==> src/rtl/pll_lock_supervisor.sv <==
// -----------------------------------------------------------------------------
// pll_lock_supervisor
//
// Supervises NUM_PLL PLL channels from a free-running clock that does not come
// from any of them. After reset every PLL is held in reset for a shared
// power-up window. Each channel then runs its own sequence:
//   reset pulse -> lock window -> stability filter -> locked.
// A window that expires is retried. Once the retry budget is used up, the
// channel latches into fault and keeps its PLL in reset. An external request
// or a global reset is the only way out of fault.
//
// Ports
//   independent_clk  in   1        sole clock, independent of the PLLs
//   rst              in   1        asynchronous active-high reset
//   extern_pll_rst   in   NUM_PLL  per-channel reset request (async level)
//   pll_lock         in   NUM_PLL  raw PLL lock indicators (async)
//   pll_rst          out  NUM_PLL  per-channel PLL reset, registered
//   locked           out  NUM_PLL  qualified lock per channel, registered
//   fault            out  NUM_PLL  retry budget exhausted, registered
//   all_locked       out  1        AND of locked
// -----------------------------------------------------------------------------
module pll_lock_supervisor #(
    parameter int NUM_PLL         = 2,
    parameter int POWERUP_PERIOD  = 12_000_000,
    parameter int RST_PULSE       = 16,
    parameter int MAX_LOCK_PERIOD = 360_000,
    parameter int LOCK_STABLE     = 1024,
    parameter int MAX_RETRY       = 3
) (
    input  logic               independent_clk,
    input  logic               rst,
    input  logic [NUM_PLL-1:0] extern_pll_rst,
    input  logic [NUM_PLL-1:0] pll_lock,
    output logic [NUM_PLL-1:0] pll_rst,
    output logic [NUM_PLL-1:0] locked,
    output logic [NUM_PLL-1:0] fault,
    output logic               all_locked
);

    // The attempt counter times both the reset pulse and the lock window.
    localparam int ATTEMPT_MAX = (MAX_LOCK_PERIOD > RST_PULSE) ? MAX_LOCK_PERIOD : RST_PULSE;
    localparam int AW = $clog2(ATTEMPT_MAX + 1);
    localparam int SW = $clog2(LOCK_STABLE + 1);
    localparam int RW = (MAX_RETRY > 0) ? $clog2(MAX_RETRY + 1) : 1;
    localparam int PW = (POWERUP_PERIOD > 0) ? $clog2(POWERUP_PERIOD + 1) : 1;

    localparam logic [AW-1:0] PULSE_LAST  = AW'(RST_PULSE - 1);
    localparam logic [AW-1:0] WINDOW_LAST = AW'(MAX_LOCK_PERIOD - 1);
    localparam logic [SW-1:0] STABLE_LAST = SW'(LOCK_STABLE - 1);
    localparam logic [RW-1:0] RETRY_LIMIT = RW'(MAX_RETRY);

    typedef enum logic [2:0] {
        ST_POWERUP,
        ST_ASSERT_RST,
        ST_WAIT_LOCK,
        ST_STABLE,
        ST_LOCKED,
        ST_FAULT
    } state_t;

    localparam state_t RESET_STATE = (POWERUP_PERIOD == 0) ? ST_ASSERT_RST : ST_POWERUP;

    // -------------------------------------------------------------------------
    // Two-flop synchronisers for the asynchronous inputs.
    // -------------------------------------------------------------------------
    logic [NUM_PLL-1:0] lock_meta;
    logic [NUM_PLL-1:0] lock_s;
    logic [NUM_PLL-1:0] ext_meta;
    logic [NUM_PLL-1:0] ext_s;

    // NOTE: clocked state uses non-blocking assignments so every flop samples
    // the pre-edge value of its source, which is what makes the two stages a
    // real two-cycle pipeline instead of a single wire.
    always_ff @(posedge independent_clk or posedge rst) begin
        if (rst) begin
            lock_meta <= '0;
            lock_s    <= '0;
            ext_meta  <= '0;
            ext_s     <= '0;
        end else begin
            lock_meta <= pll_lock;
            lock_s    <= lock_meta;
            ext_meta  <= extern_pll_rst;
            ext_s     <= ext_meta;
        end
    end

    // -------------------------------------------------------------------------
    // Shared power-up window. The counter saturates on its last value. Channels
    // leave POWERUP together and only rst brings them back, so it never needs
    // to restart by itself.
    // -------------------------------------------------------------------------
    logic pwr_done;

    generate
        if (POWERUP_PERIOD > 0) begin : g_powerup
            localparam logic [PW-1:0] PWR_LAST = PW'(POWERUP_PERIOD - 1);
            logic [PW-1:0] pwr_cnt;

            always_ff @(posedge independent_clk or posedge rst) begin
                if (rst) begin
                    pwr_cnt <= '0;
                end else if (pwr_cnt != PWR_LAST) begin
                    pwr_cnt <= pwr_cnt + PW'(1);
                end
            end

            assign pwr_done = (pwr_cnt == PWR_LAST);
        end else begin : g_no_powerup
            assign pwr_done = 1'b1;
        end
    endgenerate

    // -------------------------------------------------------------------------
    // Per-channel sequencer. The channels share nothing except the power-up
    // window.
    // -------------------------------------------------------------------------
    generate
        for (genvar i = 0; i < NUM_PLL; i++) begin : g_chan
            state_t        state;
            logic [AW-1:0] attempt_cnt;
            logic [SW-1:0] stable_cnt;
            logic [RW-1:0] retry_cnt;
            logic [RW-1:0] retry_next;
            logic          give_up;
            logic          ch_pll_rst;
            logic          ch_locked;
            logic          ch_fault;

            assign retry_next = retry_cnt + RW'(1);
            assign give_up    = (MAX_RETRY != 0) && (retry_next == RETRY_LIMIT);

            always_ff @(posedge independent_clk or posedge rst) begin
                if (rst) begin
                    state       <= RESET_STATE;
                    attempt_cnt <= '0;
                    stable_cnt  <= '0;
                    retry_cnt   <= '0;
                    ch_pll_rst  <= 1'b1;
                    ch_locked   <= 1'b0;
                    ch_fault    <= 1'b0;
                end else if (ext_s[i] && state != ST_POWERUP) begin
                    // An external request restarts the channel with a fresh budget.
                    // While it is held, the pulse counter keeps restarting.
                    state       <= ST_ASSERT_RST;
                    attempt_cnt <= '0;
                    retry_cnt   <= '0;
                    ch_pll_rst  <= 1'b1;
                    ch_locked   <= 1'b0;
                    ch_fault    <= 1'b0;
                end else begin
                    case (state)
                        ST_POWERUP: begin
                            if (pwr_done) begin
                                state       <= ST_WAIT_LOCK;
                                attempt_cnt <= '0;
                                ch_pll_rst  <= 1'b0;
                            end
                        end

                        ST_ASSERT_RST: begin
                            // ext_s is low here. A high ext_s took the branch above.
                            if (attempt_cnt == PULSE_LAST) begin
                                state       <= ST_WAIT_LOCK;
                                attempt_cnt <= '0;
                                ch_pll_rst  <= 1'b0;
                            end else begin
                                attempt_cnt <= attempt_cnt + AW'(1);
                            end
                        end

                        // One lock window spans both states. Dropping back from
                        // STABLE keeps the attempt count, so chatter cannot
                        // stretch the window.
                        ST_WAIT_LOCK, ST_STABLE: begin
                            if (state == ST_STABLE && lock_s[i] && stable_cnt == STABLE_LAST) begin
                                // Lock takes priority over a window expiring on the same edge.
                                state     <= ST_LOCKED;
                                retry_cnt <= '0;
                                ch_locked <= 1'b1;
                            end else if (attempt_cnt == WINDOW_LAST) begin
                                retry_cnt   <= retry_next;
                                attempt_cnt <= '0;
                                ch_pll_rst  <= 1'b1;
                                if (give_up) begin
                                    state    <= ST_FAULT;
                                    ch_fault <= 1'b1;
                                end else begin
                                    state <= ST_ASSERT_RST;
                                end
                            end else begin
                                attempt_cnt <= attempt_cnt + AW'(1);
                                if (state == ST_WAIT_LOCK) begin
                                    if (lock_s[i]) begin
                                        state      <= ST_STABLE;
                                        stable_cnt <= '0;
                                    end
                                end else if (lock_s[i]) begin
                                    stable_cnt <= stable_cnt + SW'(1);
                                end else begin
                                    state <= ST_WAIT_LOCK;
                                end
                            end
                        end

                        ST_LOCKED: begin
                            // Losing lock restarts the channel with a full budget.
                            if (!lock_s[i]) begin
                                state       <= ST_ASSERT_RST;
                                attempt_cnt <= '0;
                                retry_cnt   <= '0;
                                ch_locked   <= 1'b0;
                                ch_pll_rst  <= 1'b1;
                            end
                        end

                        ST_FAULT: begin
                            // Held with the PLL in reset until ext_s or rst.
                        end

                        default: begin
                            state       <= ST_ASSERT_RST;
                            attempt_cnt <= '0;
                            ch_pll_rst  <= 1'b1;
                            ch_locked   <= 1'b0;
                            ch_fault    <= 1'b0;
                        end
                    endcase
                end
            end

            assign pll_rst[i] = ch_pll_rst;
            assign locked[i]  = ch_locked;
            assign fault[i]   = ch_fault;
        end
    endgenerate

    assign all_locked = &locked;

endmodule
==> config.mk <==
export PLATFORM = sky130hd
export DESIGN_NAME = pll_lock_supervisor
export DESIGN_NICKNAME = d
export VERILOG_FILES = /design/src/rtl/pll_lock_supervisor.sv
export SDC_FILE = /design/constraint.sdc
export NUM_CORES = 1
export LEC_CHECK = 0
export ABC_AREA = 0
export CORE_ASPECT_RATIO = 1.25
export CORE_MARGIN = 2
export CORE_UTILIZATION = 40
export DETAILED_ROUTE_END_ITERATION = 6
export PLACE_DENSITY = 0.52
export SYNTH_ARGS = -nofsm -noshare
export SYNTH_HDL_FRONTEND = slang
export SYNTH_SLANG_ARGS = --single-unit
==> constraint.sdc <==
create_clock -name independent_clk -period 6.3 [get_ports independent_clk]
set_clock_uncertainty 0.2 [all_clocks]
set_input_delay 1.89 -clock independent_clk [delete_from_list [all_inputs] [get_ports independent_clk]]
set_output_delay 1.89 -clock independent_clk [all_outputs]
set_load 0.02 [all_outputs]
==> flow_summary.json, run 1 <==
{
  "clkLatencyLatePin_ps": 360,
  "placed_area_um2": 6030,
  "post-place-ws_ps": 2760,
  "report.final.hold_viol_count": 0,
  "r2r_slack_ps": 3040,
  "ys_ff_latch": 108,
  "vias": 4572,
  "hold_class": "flop to flop",
  "max_slew_margin": 0.260,
  "die_x_um": 112,
  "fin_ws_ps": 2720,
  "final.period_utilization": 0.568,
  "initial_core_util": 0.407,
  "max_cap_violations": 0,
  "p_leak_nw": 2.62,
  "setup_viol": 0,
  "synth_cell_types": 63,
  "place.gp.congestion": 0.794,
  "hold_path_end": "ext_s[1]",
  "synth-seq-area-share": 0.466,
  "reg2reg_depth": 6,
  "layout.cells.non_filler": 801,
  "criticalPathCategory": "flop to output pin",
  "grt_pass1_wl_um": 22000,
  "globalRouteTotalUtil": 0.172,
  "wl_per_cell_um": 15.9,
  "r2r_end": "g_chan[1].attempt_cnt[7]",
  "crit_arrival_ps": 1490,
  "crit_path_end_kind": "output pin",
  "holdPathStages": 0,
  "grt_overflow": 0,
  "design_area_um2": 6330,
  "finalMaxSlewViolations": 0,
  "ioPinCount": 13,
  "path_cells": "clkdlybuf4s50_1",
  "insertedDiodeCount": 0,
  "routed_via_density": 5.71,
  "coreArea_um2": 14300,
  "critPathMaxStageDelay_ps": 600,
  "rows": 49,
  "mappedNetlistNets": 635,
  "powerDensity_nw_per_um2": 206,
  "min_period_ps": 3580,
  "holdCritStartpoint": "ext_meta[1]",
  "drt_wl_total_um": 12800,
  "crit_buf_inv": 1,
  "grt_max_degree": 45,
  "finalSetupTns_ps": 0,
  "placed_cells_incl_taps": 786,
  "ys.flop_type": "dfrtp_1",
  "synth_edf_count": 0,
  "clk_pin_slew_worst_paths_ps": 70,
  "fin_util": 0.443,
  "cp.required_ps": 4210,
  "cts_root_buffer": "clkbuf_16",
  "cts_setup_buffers": 0,
  "tightest_slew_ps": 1100,
  "dieArea_um2": 15500,
  "firstDrtPassIters": 5,
  "cts-hold-fix-buffers": 0,
  "area_growth_pct": 8.98,
  "yosys_warnings": 0,
  "clock-sinks": 108,
  "ant_nets": 0,
  "finalPower_mw": 1.30,
  "drc_errors": 0,
  "vdd_ir_drop_max_mv": 0.124,
  "r2r-start": "g_chan[1].attempt_cnt[6]",
  "holdWs_ps": 154,
  "hpwl_um": 8840,
  "status": "finished clean",
  "startpoint_type": "flop",
  "clockBufferDepth": 2,
  "synth_area_um2": 5810,
  "cts_tree": "yes",
  "cp_max_fo": 2,
  "synth_cells": 622,
  "numCtsBuffers": 9,
  "portBuffers": 12,
  "clock.fmax_mhz": 280,
  "grt_pass1_vias": 4405,
  "final_cell_mix": "dfrtp_1 (106), nor2_1 (63), nand2_1 (59)",
  "layout_commonest_cell": "dfrtp_1",
  "htree_levels": 3,
  "layout-drive-gt1-share": 0.0722,
  "rsz0062_at_grt": "false",
  "async_flop_share": 1.00,
  "cp_slowest_cell": "clkdlybuf4s50_1",
  "syn_avg_cell_area_um2": 9.34,
  "nFillCells": 1409,
  "die_h_um": 139,
  "nNetsFinal": 632,
  "drt_iter0_drc": 190,
  "post_cts_resize_count": 0,
  "critical_path.top_delay_family": "buffers and inverters",
  "antenna_found_initial": 0
}
[sequential cells by signal, indices dropped and copies added, names as in the netlist, 4 cells and up]
| name | cells |
|---|---|
| g_chan.attempt_cnt | 38 |
| g_chan.retry_cnt | 4 |
| g_chan.stable_cnt | 22 |
| g_chan.state | 6 |
| g_powerup.pwr_cnt | 24 |
[routing by layer]
layer,vias up,wire [um],global-route usage
li1,2258,-,-
met1,2238,5830,0.218
met2,58,6420,0.296
met4,0,239,0.0689
met5,-,0,0
met3,18,277,0.0249
[cells by family (layout without fill, tap and decap cells)]
logic type | after synthesis | after routing | synth area share
AOI/OAI and AO/OA | 114 | 114 | 0.136
xor gates and xnor gates | 40 | 40 | 0.0603
adders and majority gates | 7 | 7 | 0.0151
buffers and inverters | 47 | 48 | 0.0383
DFF | 108 | 108 | 0.466
muxes | 7 | 7 | 0.0134
and+or+nand+nor | 299 | 299 | 0.271
[synth_stat cells, types with 3 or more instances]
cell type / count / area share
nor3_1: 22 / 0.019
a2bb2oi_1: 4 / 0.0060
mux2_2: 6 / 0.012
nand2_1: 59 / 0.038
nand2b_1: 8 / 0.0086
a21boi_0: 5 / 0.0065
nand3_1: 43 / 0.037
o21ai_0: 36 / 0.031
o22ai_1: 5 / 0.0054
o41ai_1: 4 / 0.0060
buf_4: 7 / 0.0090
xnor2_1: 22 / 0.033
xor2_1: 18 / 0.027
clkbuf_1: 11 / 0.0071
and3_1: 17 / 0.018
or4_1: 3 / 0.0039
a21oi_1: 15 / 0.013
and2_1: 4 / 0.0043
nor4_1: 12 / 0.013
or2_2: 3 / 0.0032
buf_2: 10 / 0.0086
nand4_1: 25 / 0.027
nand4b_1: 3 / 0.0045
a31oi_1: 3 / 0.0032
a221o_1: 4 / 0.0069
inv_1: 17 / 0.011
o2bb2ai_1: 3 / 0.0045
or3_1: 9 / 0.0097
dfrtp_1: 106 / 0.46
nand3b_1: 4 / 0.0052
a22o_1: 5 / 0.0075
a21o_1: 4 / 0.0052
or4b_2: 3 / 0.0052
and4_1: 9 / 0.014
nor2_1: 63 / 0.041
o31ai_1: 12 / 0.016
ha_1: 7 / 0.015
[power breakdown]
group / internal [mW] / total [mW] / switching, mW
Clock: 0.312 / 0.586 / 0.275
Sequential: 0.695 / 0.699 / 0.00357
Combinational: 0.00468 / 0.0199 / 0.0152
Total: 1.01 / 1.30 / 0.294
[how the worst max path moves through the flow]
stage	slack (ps)	endpoint	startpoint	depth (start not counted)
after floorplan	1370	ext_meta[0]	rst	1
after global placement	2770	g_chan[1].state[0]	rst	3
after detailed placement	2760	g_chan[1].retry_cnt[0]	rst	3
after CTS	2700	all_locked	g_chan[1].ch_locked	2
after global routing	2660	all_locked	g_chan[1].ch_locked	2
final	2720	pll_rst[1]	g_chan[1].ch_pll_rst	1
[final cells by class]
| cell class | instances | area, um2 | share of cell area |
|---|---|---|---|
| sequential | 108 | 2710 | 0.427 |
| tap | 178 | 223 | 0.0352 |
| clock buffer | 9 | 225 | 0.0356 |
| multi-input combinational | 467 | 2890 | 0.456 |
| clock inverter | 6 | 72.6 | 0.0115 |
| timing repair buffer | 16 | 150 | 0.0237 |
| inverter | 17 | 66.3 | 0.0105 |
Power figures use the tool's default switching activity.
==> run 2, diff against run 1 <==
PLACE_DENSITY = 0.55   (was 0.52)
clock period = 2.92 ns   (was 6.3 ns; I/O delays follow)
==> run 2 against run 1 <==
Non-clock buffer count up 18. Sequential share of layout area is 0.90 points lower. Utilization is 0.95 points higher. Final area increased by 2.2%. Clock-buffer cell count increased by 1. Largest cell class unchanged. Largest power group unchanged. Critical path type is now flop to flop. Sequential power rose by 120%.
==> flow_summary.json, run 2 (synthesis results as in run 1) <==
{
  "grt_overflow": 0,
  "initial_core_util": 0.407,
  "post_cts_resize_count": 0,
  "crit_path_end_kind": "flop",
  "grt_max_degree": 66,
  "clockBufferDepth": 2,
  "cp_max_fo": 10,
  "routed_via_density": 5.75,
  "numCtsBuffers": 9,
  "wl_per_cell_um": 15.3,
  "cp.required_ps": 2960,
  "finalSetupTns_ps": 0,
  "top_regs": "g_chan.attempt_cnt (38), g_powerup.pwr_cnt (24), g_chan.stable_cnt (22)",
  "cts_setup_buffers": 0,
  "cts_tree": "yes",
  "fin_ws_ps": 213,
  "die_x_um": 112,
  "layout_commonest_cell": "dfrtp_1",
  "cts_root_buffer": "clkbuf_16",
  "htree_levels": 3,
  "layout-drive-gt1-share": 0.0938,
  "finalMaxSlewViolations": 0,
  "firstDrtPassIters": 6,
  "die_h_um": 139,
  "post-place-ws_ps": 175,
  "p_seq_frac": 0.548,
  "setup_viol": 0,
  "rows": 49,
  "rsz0062_at_grt": "false",
  "area_growth_pct": 11.3,
  "p_int_mw": 2.17,
  "final_cell_mix": "dfrtp_1 (106), nor2_1 (63), nand2_1 (59)",
  "final.period_utilization": 0.927,
  "clock-sinks": 108,
  "grt_pass1_vias": 4664,
  "holdWs_ps": 155,
  "coreArea_um2": 14300,
  "insertedDiodeCount": 0,
  "crit_arrival_ps": 2740,
  "powerDensity_nw_per_um2": 425,
  "antenna_found_initial": 0,
  "clkPwrFrac": 0.434,
  "startpoint_type": "flop",
  "clkLatencyLatePin_ps": 350,
  "drt_iter0_drc": 429,
  "place.gp.congestion": 0.814,
  "top_register": "g_chan.attempt_cnt",
  "switchingPower_uw": 578,
  "dieArea_um2": 15500,
  "globalRouteTotalUtil": 0.170,
  "hpwl_um": 8940,
  "nFillCells": 1395,
  "max_slew_margin": 0.567,
  "clk_pin_slew_worst_paths_ps": 70,
  "tightest_slew_ps": 644,
  "hold_class": "flop to flop",
  "ioPinCount": 13,
  "drc_errors": 0,
  "grt_pass1_wl_um": 22000,
  "ant_nets": 0,
  "cts-hold-fix-buffers": 0,
  "status": "finished clean",
  "largest_reg_flops": 38,
  "nNetsFinal": 650,
  "min_period_ps": 2710,
  "vdd_ir_drop_max_mv": 0.214,
  "drt_wl_total_um": 12500,
  "power_switching_share": 0.210,
  "portBuffers": 12,
  "p_leak_nw": 2.70,
  "clock.fmax_mhz": 369,
  "max_cap_violations": 0,
  "criticalPathCategory": "flop to flop",
  "combPwrFrac": 0.017,
  "report.final.hold_viol_count": 0,
  "vias": 4707
}
==> run 2: changes by cell type in the layout (fill, tap and decap cells not counted) <==
cell / previous run / this run
clkinvlp_4: 0 / 2
inv_8: 1 / 0
o41ai_1: 3 / 4
o41ai_2: 1 / 0
buf_4: 4 / 20
inv_4: 1 / 0
clkinv_4: 2 / 0
clkbuf_1: 0 / 1
buf_12: 0 / 2
==> run 2: through the flow <==
step	util	power, mW	instance area (um2)	cells
after floorplan	-	1.56	5810	622
after detailed placement	0.433	1.59	6190	804
final	0.453	2.75	6470	818
after global placement	0.433	1.59	6190	804
after global routing	0.453	2.86	6470	818
after CTS	0.453	2.80	6470	818
==> run 2: final cells by class <==
cell class / instances / area, um2 / area share
Clock buffer: 10 / 229 / 0.0354
Clock inverter: 4 / 51.3 / 0.00793
Sequential cell: 108 / 2710 / 0.418
Inverter: 17 / 67.6 / 0.0104
Multi-Input combinational cell: 467 / 2880 / 0.445
Tap cell: 178 / 223 / 0.0344
Timing Repair Buffer: 34 / 310 / 0.0480
==> run 2: critical path, stage by stage (launching register included) <==
cell	delay, ps
dfrtp_1	410
nor4b_1	380
and3_1	230
nand3_1	150
buf_4	220
a221oi_4	410
nand2_2	250
o41ai_1	360
==> run 2: power by group through the flow <==
stage                     clock [mW]  sequential, mW  combinational (mW)
after floorplan                    0            1.53              0.0293
after CTS                       1.24            1.51              0.0508
after global placement             0            1.54              0.0498
after global routing            1.29            1.51              0.0561
after detailed placement           0            1.54              0.0507
final                           1.19            1.51              0.0473
==> run 2: final timing paths <==
path                                             end             startpoint  cells after the start  slack [ps]
min in group asynchronous      g_powerup.pwr_cnt[21]                    rst                      3         780
setup / recovery           g_chan[1].attempt_cnt[13]  g_powerup.pwr_cnt[13]                      7         210
hold reg to reg                             ext_s[1]            ext_meta[1]                      0         160
setup reg to reg           g_chan[1].attempt_cnt[13]  g_powerup.pwr_cnt[13]                      7         210
hold / removal                              ext_s[1]            ext_meta[1]                      0         160
max in group asynchronous       g_chan[0].ch_pll_rst                    rst                      3        1370
==> run 2: per-layer routing <==
| metal | share of wire | track usage | vias up |
|---|---|---|---|
| met2 | 0.50 | 0.292 | 76 |
| met4 | 0.025 | 0.0786 | 0 |
| met5 | 0 | 0 | - |
| met1 | 0.45 | 0.212 | 2322 |
| li1 | - | - | 2288 |
| met3 | 0.022 | 0.0236 | 21 |
==> run 3, diff against run 2 <==
RECOVER_POWER = 100   (was not set)
==> run 3 against run 2 <==
Total power shrank 0.30%. Non-clock buffer count is the same. Die area did not move. Sequential share of layout area rose by 0.38 points. Via count about the same. Setup slack worse by 17 ps. Global-route usage unchanged. Combinational power fell by 15%. Critical path depth rose by 1. Hold slack is essentially flat. Highest routed layer unchanged.
==> flow_summary.json, run 3 (synthesis results as in run 1) <==
{
  "status": "finished clean",
  "cp_max_fo": 12,
  "crit_path_end_kind": "flop",
  "nNetsFinal": 650,
  "initial_core_util": 0.407,
  "drt_iter0_drc": 373,
  "largest_reg_flops": 38,
  "criticalPathCategory": "flop to flop",
  "antenna_found_initial": 0,
  "final_cell_mix": "dfrtp_1 (106), nor2_1 (63), nand2_1 (59)",
  "final.period_utilization": 0.933,
  "clock.fmax_mhz": 367,
  "htree_levels": 3,
  "vdd_ir_drop_max_mv": 0.214,
  "clk_pin_slew_worst_paths_ps": 70,
  "top_regs": "g_chan.attempt_cnt (38), g_powerup.pwr_cnt (24), g_chan.stable_cnt (22)",
  "die_h_um": 139,
  "routed_via_density": 5.75,
  "tightest_slew_ps": 1070,
  "report.final.hold_viol_count": 0,
  "layout-drive-gt1-share": 0.0828,
  "crit_arrival_ps": 2760,
  "post_cts_resize_count": 0,
  "holdWs_ps": 155,
  "p_leak_nw": 2.70,
  "grt_max_degree": 66,
  "finalMaxSlewViolations": 0,
  "powerDensity_nw_per_um2": 428,
  "finalSetupTns_ps": 0,
  "dieArea_um2": 15500,
  "cts_tree": "yes",
  "rows": 49,
  "hold_path_end": "ext_s[1]",
  "clock-sinks": 108,
  "firstDrtPassIters": 4,
  "clkLatencyLatePin_ps": 350,
  "grt_pass1_vias": 4664,
  "reg2reg_depth": 8,
  "r2r_end": "g_chan[0].attempt_cnt[13]",
  "coreArea_um2": 14300,
  "startpoint_type": "flop",
  "nFillCells": 1403,
  "holdPathStages": 0,
  "top_register": "g_chan.attempt_cnt",
  "globalRouteTotalUtil": 0.170,
  "die_x_um": 112,
  "vias": 4705,
  "hold_class": "flop to flop",
  "cts-hold-fix-buffers": 0,
  "clockBufferDepth": 2,
  "grt_overflow": 0,
  "multi_input_area_um2": 2870,
  "layout_commonest_cell": "dfrtp_1",
  "area_growth_pct": 10.3,
  "path_cells": "ha_1, nand3_1, or4_4, o21ai_4, clkbuf_1, nand4_1, xor2_1, nor2_1",
  "holdCritStartpoint": "ext_meta[1]",
  "cts_root_buffer": "clkbuf_16",
  "wl_per_cell_um": 15.3,
  "rsz0062_at_grt": "false",
  "setup_viol": 0,
  "critPathMaxStageDelay_ps": 560,
  "max_slew_margin": 0.284,
  "seqCellArea_um2": 2710,
  "max_cap_violations": 0,
  "drc_errors": 0,
  "drt_wl_total_um": 12500,
  "insertedDiodeCount": 0,
  "cp_slowest_cell": "or4_4",
  "min_period_ps": 2720,
  "grt_pass1_wl_um": 22000,
  "r2r-start": "g_powerup.pwr_cnt[0]",
  "r2r_slack_ps": 200,
  "ant_nets": 0,
  "numCtsBuffers": 9,
  "hpwl_um": 8940,
  "ioPinCount": 13,
  "place.gp.congestion": 0.814,
  "cts_setup_buffers": 0,
  "cp.required_ps": 2950,
  "portBuffers": 12
}
[run 3: report_power, final]
| part | switching [mW] | internal [mW] | total (mW) |
|---|---|---|---|
| Clock | 0.535 | 0.658 | 1.19 |
| Sequential | 0.00792 | 1.50 | 1.51 |
| Combinational | 0.0322 | 0.00804 | 0.0402 |
[run 3: final cells by class]
cell class / count / share of cell area
clock buffer: 10 / 0.0357
clock inverter: 4 / 0.00800
inverter: 17 / 0.0102
multi-input combinational: 467 / 0.448
sequential: 108 / 0.422
tap: 178 / 0.0348
timing repair buffer: 34 / 0.0412
[run 3: metal layers]
| metal | global-route usage | part of all wire | vias up |
|---|---|---|---|
| met5 | 0 | 0 | - |
| met4 | 0.0786 | 0.024 | 0 |
| met3 | 0.0236 | 0.026 | 22 |
| met2 | 0.292 | 0.51 | 84 |
| met1 | 0.212 | 0.44 | 2311 |
| li1 | - | - | 2288 |
[run 3: critical path, delay by kind of cell (launching register included)]
kind                       cells  cell delay (ps)
buffers and inverters          1              440
AOI/OAI and AO/OA              1              210
xor gates and xnor gates       1              170
DFF                            1              420
and+or+nand+nor                4              920
adders and majority gates      1              250
[run 3: how the worst max path moves through the flow]
| stage | start | to | slack, ps |
|---|---|---|---|
| floorplan | g_powerup.pwr_cnt[0] | g_chan[0].attempt_cnt[10] | 480 |
| global placement | g_powerup.pwr_cnt[13] | g_chan[1].attempt_cnt[13] | 240 |
| detailed placement | g_powerup.pwr_cnt[13] | g_chan[1].attempt_cnt[13] | 180 |
| CTS | g_powerup.pwr_cnt[13] | g_chan[1].attempt_cnt[13] | 170 |
| global route | g_powerup.pwr_cnt[0] | g_chan[0].attempt_cnt[11] | 20 |
| finish | g_powerup.pwr_cnt[0] | g_chan[0].attempt_cnt[13] | 200 |
[run 3: metrics by stage]
step	std cells	power, mW	cell area, um2	utilization	worst slack, ps
after detailed placement	804	1.59	6190	0.433	175
after global placement	804	1.59	6190	0.433	240
final	818	2.74	6410	0.449	197
after CTS	818	2.80	6470	0.453	173
after floorplan	622	1.56	5810	-	483
after global routing	818	2.85	6410	0.449	24.0
